===== src/rtl/t_chg_sequencer.sv =====
// Test-harness sequencer: divides clk into test_clk, counts test_clk rising edges and
// collects sticky pass flags, reporting pass or timeout.
module t_chg_sequencer #(
  parameter int unsigned N_TESTS = 4,
  parameter int unsigned DIV     = 4,
  parameter int unsigned TIMEOUT = 1000,
  parameter int unsigned CW      = 16
) (
  input  logic               clk,
  input  logic               reset,
  input  logic               start,
  input  logic [N_TESTS-1:0] passed_in,
  output logic               test_clk,
  output logic               test_run,
  output logic               done,
  output logic               all_passed,
  output logic               timed_out,
  output logic [N_TESTS-1:0] seen,
  output logic [CW-1:0]      edge_count
);

  localparam int unsigned DW = (DIV > 1) ? $clog2(DIV) : 1;

  typedef enum logic [1:0] {StIdle, StRun, StPass, StFail} state_e;

  state_e             state_q, state_d;
  logic [DW-1:0]      div_q, div_d;
  logic               tclk_q, tclk_d;
  logic               run_q, run_d;
  logic               done_q, done_d;
  logic               pass_q, pass_d;
  logic               to_q, to_d;
  logic [N_TESTS-1:0] seen_q, seen_d;
  logic [CW-1:0]      edge_q, edge_d;

  logic [N_TESTS-1:0] seen_nxt;
  logic               div_wrap;
  logic               rise;
  logic [CW-1:0]      edge_inc;

  always_comb begin
    seen_nxt = seen_q | passed_in;
    div_wrap = (div_q == DW'(DIV - 1));
    rise     = div_wrap && !tclk_q;
    edge_inc = (edge_q == {CW{1'b1}}) ? edge_q : edge_q + 1'b1;

    state_d = state_q;
    div_d   = div_q;
    tclk_d  = tclk_q;
    done_d  = done_q;
    pass_d  = pass_q;
    to_d    = to_q;
    seen_d  = seen_q;
    edge_d  = edge_q;

    unique case (state_q)
      StIdle, StPass, StFail: begin
        tclk_d = 1'b0;
        if (start) begin
          state_d = StRun;
          div_d   = '0;
          done_d  = 1'b0;
          pass_d  = 1'b0;
          to_d    = 1'b0;
          seen_d  = '0;
          edge_d  = '0;
        end
      end
      StRun: begin
        div_d  = div_wrap ? '0 : div_q + 1'b1;
        seen_d = seen_nxt;
        if (div_wrap) tclk_d = !tclk_q;
        if (rise) edge_d = edge_inc;
        // Completion is checked first so a coincident timeout still reports pass.
        if (seen_nxt == {N_TESTS{1'b1}}) begin
          state_d = StPass;
          done_d  = 1'b1;
          pass_d  = 1'b1;
          tclk_d  = 1'b0;
        end else if (rise && (edge_inc == CW'(TIMEOUT))) begin
          state_d = StFail;
          done_d  = 1'b1;
          to_d    = 1'b1;
          tclk_d  = 1'b0;
        end
      end
      default: state_d = StIdle;
    endcase

    run_d = (state_d == StRun);
  end

  always_ff @(posedge clk) begin
    if (reset) begin
      state_q <= StIdle;
      div_q   <= '0;
      tclk_q  <= 1'b0;
      run_q   <= 1'b0;
      done_q  <= 1'b0;
      pass_q  <= 1'b0;
      to_q    <= 1'b0;
      seen_q  <= '0;
      edge_q  <= '0;
    end else begin
      state_q <= state_d;
      div_q   <= div_d;
      tclk_q  <= tclk_d;
      run_q   <= run_d;
      done_q  <= done_d;
      pass_q  <= pass_d;
      to_q    <= to_d;
      seen_q  <= seen_d;
      edge_q  <= edge_d;
    end
  end

  assign test_clk   = tclk_q;
  assign test_run   = run_q;
  assign done       = done_q;
  assign all_passed = pass_q;
  assign timed_out  = to_q;
  assign seen       = seen_q;
  assign edge_count = edge_q;

endmodule


===== config.mk =====
export PLATFORM = sky130hd
export DESIGN_NAME = t_chg_sequencer
export DESIGN_NICKNAME = d
export VERILOG_FILES = /design/src/rtl/t_chg_sequencer.sv
export SDC_FILE = /design/constraint.sdc
export NUM_CORES = 1
export LEC_CHECK = 0
export CAP_MARGIN = 20
export CORE_MARGIN = 5
export CORE_UTILIZATION = 35
export DETAILED_ROUTE_END_ITERATION = 12
export GPL_ROUTABILITY_DRIVEN = 0
export PLACE_DENSITY = 0.59
export SYNTH_ARGS = -nofsm -noshare
export SYNTH_HDL_FRONTEND = slang
export SYNTH_SLANG_ARGS = --single-unit

===== constraint.sdc =====
create_clock -name clk -period 2.5 [get_ports clk]
set_input_delay 0.25 -clock clk [delete_from_list [all_inputs] [get_ports clk]]
set_output_delay 0.25 -clock clk [all_outputs]
set_load 0.01 [all_outputs]

# After elaboration in Yosys (flattened, before gate mapping)
# Cells that the tools add are included.
# Widths: inputs -> output; s select.
[totals]
output_inout_bits = 25
word_cells = 61
reg_bits = 29
input_bits = 7
[op_classes]
bitwise_logic = 1
addsub = 2
n_eq_ne = 15
n_mux = 25
reduce_logical = 9
[op_table]
columns = ["operator", "n"]
rows = [
  ["$mux 16", 3],
  ["$pmux 16 s2", 1],
  ["$add 16x1->16 const B", 1],
  ["$eq 16x10->1 const B", 1],
  ["$eq 16x16->1 const B", 1],
  ["$mux 2", 5],
  ["$ne 2x2->1 const B", 5],
  ["$mux 1", 8],
  ["$pmux 1 s2", 4],
  ["$pmux 2 s2", 2],
  ["$pmux 4 s2", 1],
  ["$eq 2x2->1 const B", 3],
  ["$reduce_and 2->1", 3],
  ["$eq 2x1->1 const B", 2],
  ["$eq 4x4->1 const B", 1],
  ["$mux 4", 1],
  ["$ne 4x4->1 const B", 1],
  ["$or 4x4->4", 1],
  ["$ne 3x3->1 const B", 1],
  ["$reduce_and 3->1", 1],
  ["$reduce_or 3->1", 1],
  ["$add 2x1->2 const B", 1],
  ["$logic_and 1x1->1", 2],
  ["$logic_not 2->1", 1],
  ["$logic_not 1->1", 1],
]

# Depth between registers and ports, before layout
[depth]
depth_word = 8
depth_mapped = 8
depth_no_buf = 7

# Worst setup path before layout
# OpenSTA, ideal clock, no wires.
[synth_path]
kind = "register to register"
startpoint = "register edge_q[0] (netlist: edge_count[0])"
endpoint = "register run_q (netlist: test_run)"
path_slack_ps = 436
setup_time_ps = 136
t_arrival_ps = 1928
n_path_buf = 0
stages_incl_launch_ff = 8
period_less_slack_ps = 2064
cell_sequence = "dfxtp_1 ha_1 nand4_1 nor4_1 mux2i_1 o311ai_1 nor4b_4 o22ai_1"
[synth_between]
elab_chain_len = 8
[synth_rtl]
columns = ["item", "line_no", "rtl"]
rows = [
  ["start, declared", "34", "logic [CW-1:0] edge_q, edge_d;"],
  ["start signal, assigned", "113", "edge_q <= edge_d;"],
  ["$add 16x1->16 / $eq 16x16->1 (equally long branches)", "45", "edge_inc = (edge_q == {CW{1'b1}}) ? edge_q : edge_q + 1'b1;"],
  ["$mux 16 (*)", "45", ""],
  ["$eq 16x10->1 (*)", "80", "end else if (rise && (edge_inc == CW'(TIMEOUT))) begin"],
  ["$logic_and 1x1->1 (*)", "80", ""],
  ["$mux 2 (*)", "80", ""],
  ["$mux 2 (*)", "75", "if (seen_nxt == {N_TESTS{1'b1}}) begin"],
  ["$pmux 2 s2 (*)", "56", "unique case (state_q)"],
  ["$eq 2x1->1 (*)", "90", "run_d = (state_d == StRun);"],
  ["end signal, assigned", "108", "run_q <= run_d;"],
  ["end, declared", "29", "logic run_q, run_d;"],
]
# Every way passes the cells marked *; elsewhere a longest branch is shown, timed or not.
# A chain may end at the register's enable or synchronous reset.

# Worst setup path after layout
[layout_path]
startpoint = "register edge_q[1] (netlist: edge_count[1])"
endpoint = "register run_q (netlist: test_run)"
# The elaborated chain is that of the path after synthesis.

==> reports/qor.txt <==
#FFs+latches synth -> 29
Post-DRT Antenna Nets -> 0
min-delay src -> div_q[1]
Post-Synthesis Cells -> 212
mapped cell area -> 1735 um^2
final period utilization -> 88.65%
Worst-Skew Late Latency -> 280 ps
CP arrival -> 2370 ps
# H-tree levels -> 2
Worst Hold Path EP -> div_q[1]
Worst path slowest cell -> dfxtp_1
max-cap violations -> 0
fin cells -> 312
DIE AREA -> 6467 um^2
top_reg_cell synth -> dfxtp_1
drt total wl -> 4840 um
Critical Path Fanout Max -> 8
Diodes inserted -> 0
Setup WS post-layout -> 283.9 ps
worst hold path cell count -> 2
min-delay worst type -> reg2reg
Congestion Overflow GR -> 0
vias -> 1,705
Startpoint Class -> flip-flop
Leakage -> 0.7281 nW
crit path time final -> 2216 ps
relative slew slack -> 59.80%
syn avg cell area -> 8.186 um^2
RSZ-0062 raised after global routing -> no
number of hold buffers added after cts -> 0
Fin. Hold Viols -> 0
core area -> 4755 um^2
Synth Warn # -> 0
flop2flop setup slack -> 280 ps
EDFF count, synth -> 0
CTS Buf Count -> 5
Placed Cells -> 304
TritonCTS clock tree -> yes
fin. max-slew vios -> 0
initial antenna violation count -> 0
worst setup path class -> reg2reg
Post-synth ARST share -> 0%
RR Startpoint -> edge_count[1]
Worst Setup End Kind -> flip-flop
delay of the slowest cell on the worst path -> 400 ps
worst-path cell chain -> ha_1, nand4_1, nor4_1, mux2i_1, o311ai_1, nor4b_4, o22ai_1
status -> finished, final reports clean
GRT Resource Usage Total -> 15.87%
Via density -> 5.465
1st-pass router iterations -> 4
pwr dens -> 512.4 nW/um^2
Seq/Total Area, Yosys -> 33.45%
Post-CTS Resized -> 0
vias in the first global route -> 1,557
global-route wire length before repair -> 7990 um
clock buffer depth -> 2
largest net degree at the start of global routing -> 18
fin nets -> 253
Initial DRC Count -> 160
Initial Utilization -> 36.50%
worst hold margin -> 493.0 ps
Mapped Nets -> 221
fmax -> 451.2 MHz
Ports -> 32
Tightest Pin Transition -> 601.7 ps
layout cells sized above 1 -> 12.24%
clock sink count -> 29
port bufs -> 31
pre-CTS worst setup slack -> 297.0 ps
# setup viols final -> 0
CTS Root Cell -> clkbuf_8
Syn-to-layout area delta -> 28.55%
post-CTS setup buffer count -> 0
Final HPWL DP -> 3372 um
setup TNS -> 0 ps
Synth cell types -> 54
Die W -> 80.42 um
routed wire length per instance -> 15.51 um
worst reg2reg endpoint -> test_run
clk_skew -> 6.652 ps
Crit path required time -> 2650 ps
total chip power -> 1.143 mW
DIE HEIGHT -> 80.42 um
Placement Rows -> 25
Reg clk slew, reported paths -> 70 ps
Reg2Reg Depth -> 7
Residual DRC -> 0
VDD IR max -> 0.2397 mV
-- worst max-delay path by stage --
stage | start | to | cells past startpoint
2_1_floorplan | edge_count[0] | test_run | 7
4_1_cts | edge_count[1] | test_run | 7
6_report | edge_count[1] | test_run | 7
5_1_grt | edge_count[1] | test_run | 7
3_5_place_dp | edge_count[1] | test_run | 7
3_3_place_gp | edge_count[1] | test_run | 7
-- cells by family after synthesis --
| kind of cell | share of synthesized area [%] |
|---|---|
| compound gates | 21.70 |
| xor+xnor | 0.5048 |
| fa+ha+maj | 1.442 |
| mux | 2.884 |
| buf+inv | 5.984 |
| simple gates | 34.03 |
| flops | 33.45 |
-- metal layers --
layer,vias to the layer above,GRT usage (%),share of wire [%]
li1,856,-,-
met1,778,23.11,48
met2,64,21.94,42
met3,7,4.484,8.2
met4,0,5.574,1.7
met5,-,0,0
-- Yosys cell counts, types with 2 or more instances --
master / count / area (um^2)
buf_6: 2 / 22.52
clkbuf_1: 7 / 26.28
o22ai_1: 5 / 31.28
nor3_1: 8 / 40.04
and2_1: 3 / 18.77
and4_2: 3 / 30.03
ha_1: 2 / 25.02
nand2b_1: 4 / 25.02
nor4b_1: 2 / 17.52
a311oi_1: 9 / 78.83
nor4_1: 4 / 25.02
a31oi_1: 3 / 18.77
and4_1: 2 / 17.52
o21ai_0: 10 / 50.05
and3_1: 2 / 12.51
a21oi_1: 9 / 45.04
dfxtp_1: 29 / 580.6
nand2_1: 21 / 78.83
nand4_1: 4 / 25.02
mux2i_1: 5 / 50.05
nand3_1: 7 / 35.03
a22oi_1: 6 / 45.04
buf_2: 3 / 15.01
nor2_1: 32 / 120.1
-- where the power goes --
part           switching, mW  leakage (nW)  internal (mW)
logic                 0.0432         0.425         0.0348
registers            0.00582         0.235          0.471
clock network          0.192        0.0681          0.396
-- stage by stage --
stage / cell area [um^2] / utilization (%)
finish: 2231 / 46.92
global route: 2231 / 46.92
CTS: 2231 / 46.92
global placement: 2097 / 44.11
floorplan: 1735 / -
detailed placement: 2097 / 44.11
-- cell type report --
type / instances / area [um^2]
fill: 491 / 2524
multi-input combinational: 167 / 1051
tap: 67 / 83.83
timing repair buffer: 40 / 377.9
inverter: 1 / 3.754
clock buffer: 5 / 68.82
clock inverter: 3 / 65.06
sequential: 29 / 580.6
-- critical path: cells and delay by family, from the launching register on --
kind                       cells  cell delay (ps)
DFF                            1              400
adders and majority gates      1              320
AOI/OAI and AO/OA              2              290
muxes                          1              230
and+or+nand+nor                3              850
-- sequential cells by signal (all words and copies together), names as in the netlist --
| name | flops |
|---|---|
| test_run | 1 |
| div_q | 2 |
| state_q | 2 |
| seen | 4 |
| timed_out | 1 |
| test_clk | 1 |
| done | 1 |
| edge_count | 16 |
| all_passed | 1 |
-- cells in the final DEF, fill, tap and decap left out, drive strengths merged, types with 5 or more instances in the layout --
cell	count
nand3	8
nor3	8
dfxtp	29
buf	9
a22oi	6
nor2	32
mux2i	5
nand4	6
o21ai	11
nand2	21
a21oi	9
o22ai	5
and4	5
a311oi	9
clkbuf	5
clkdlybuf4s50	31
No activity file was read; power rests on OpenSTA's default activity.
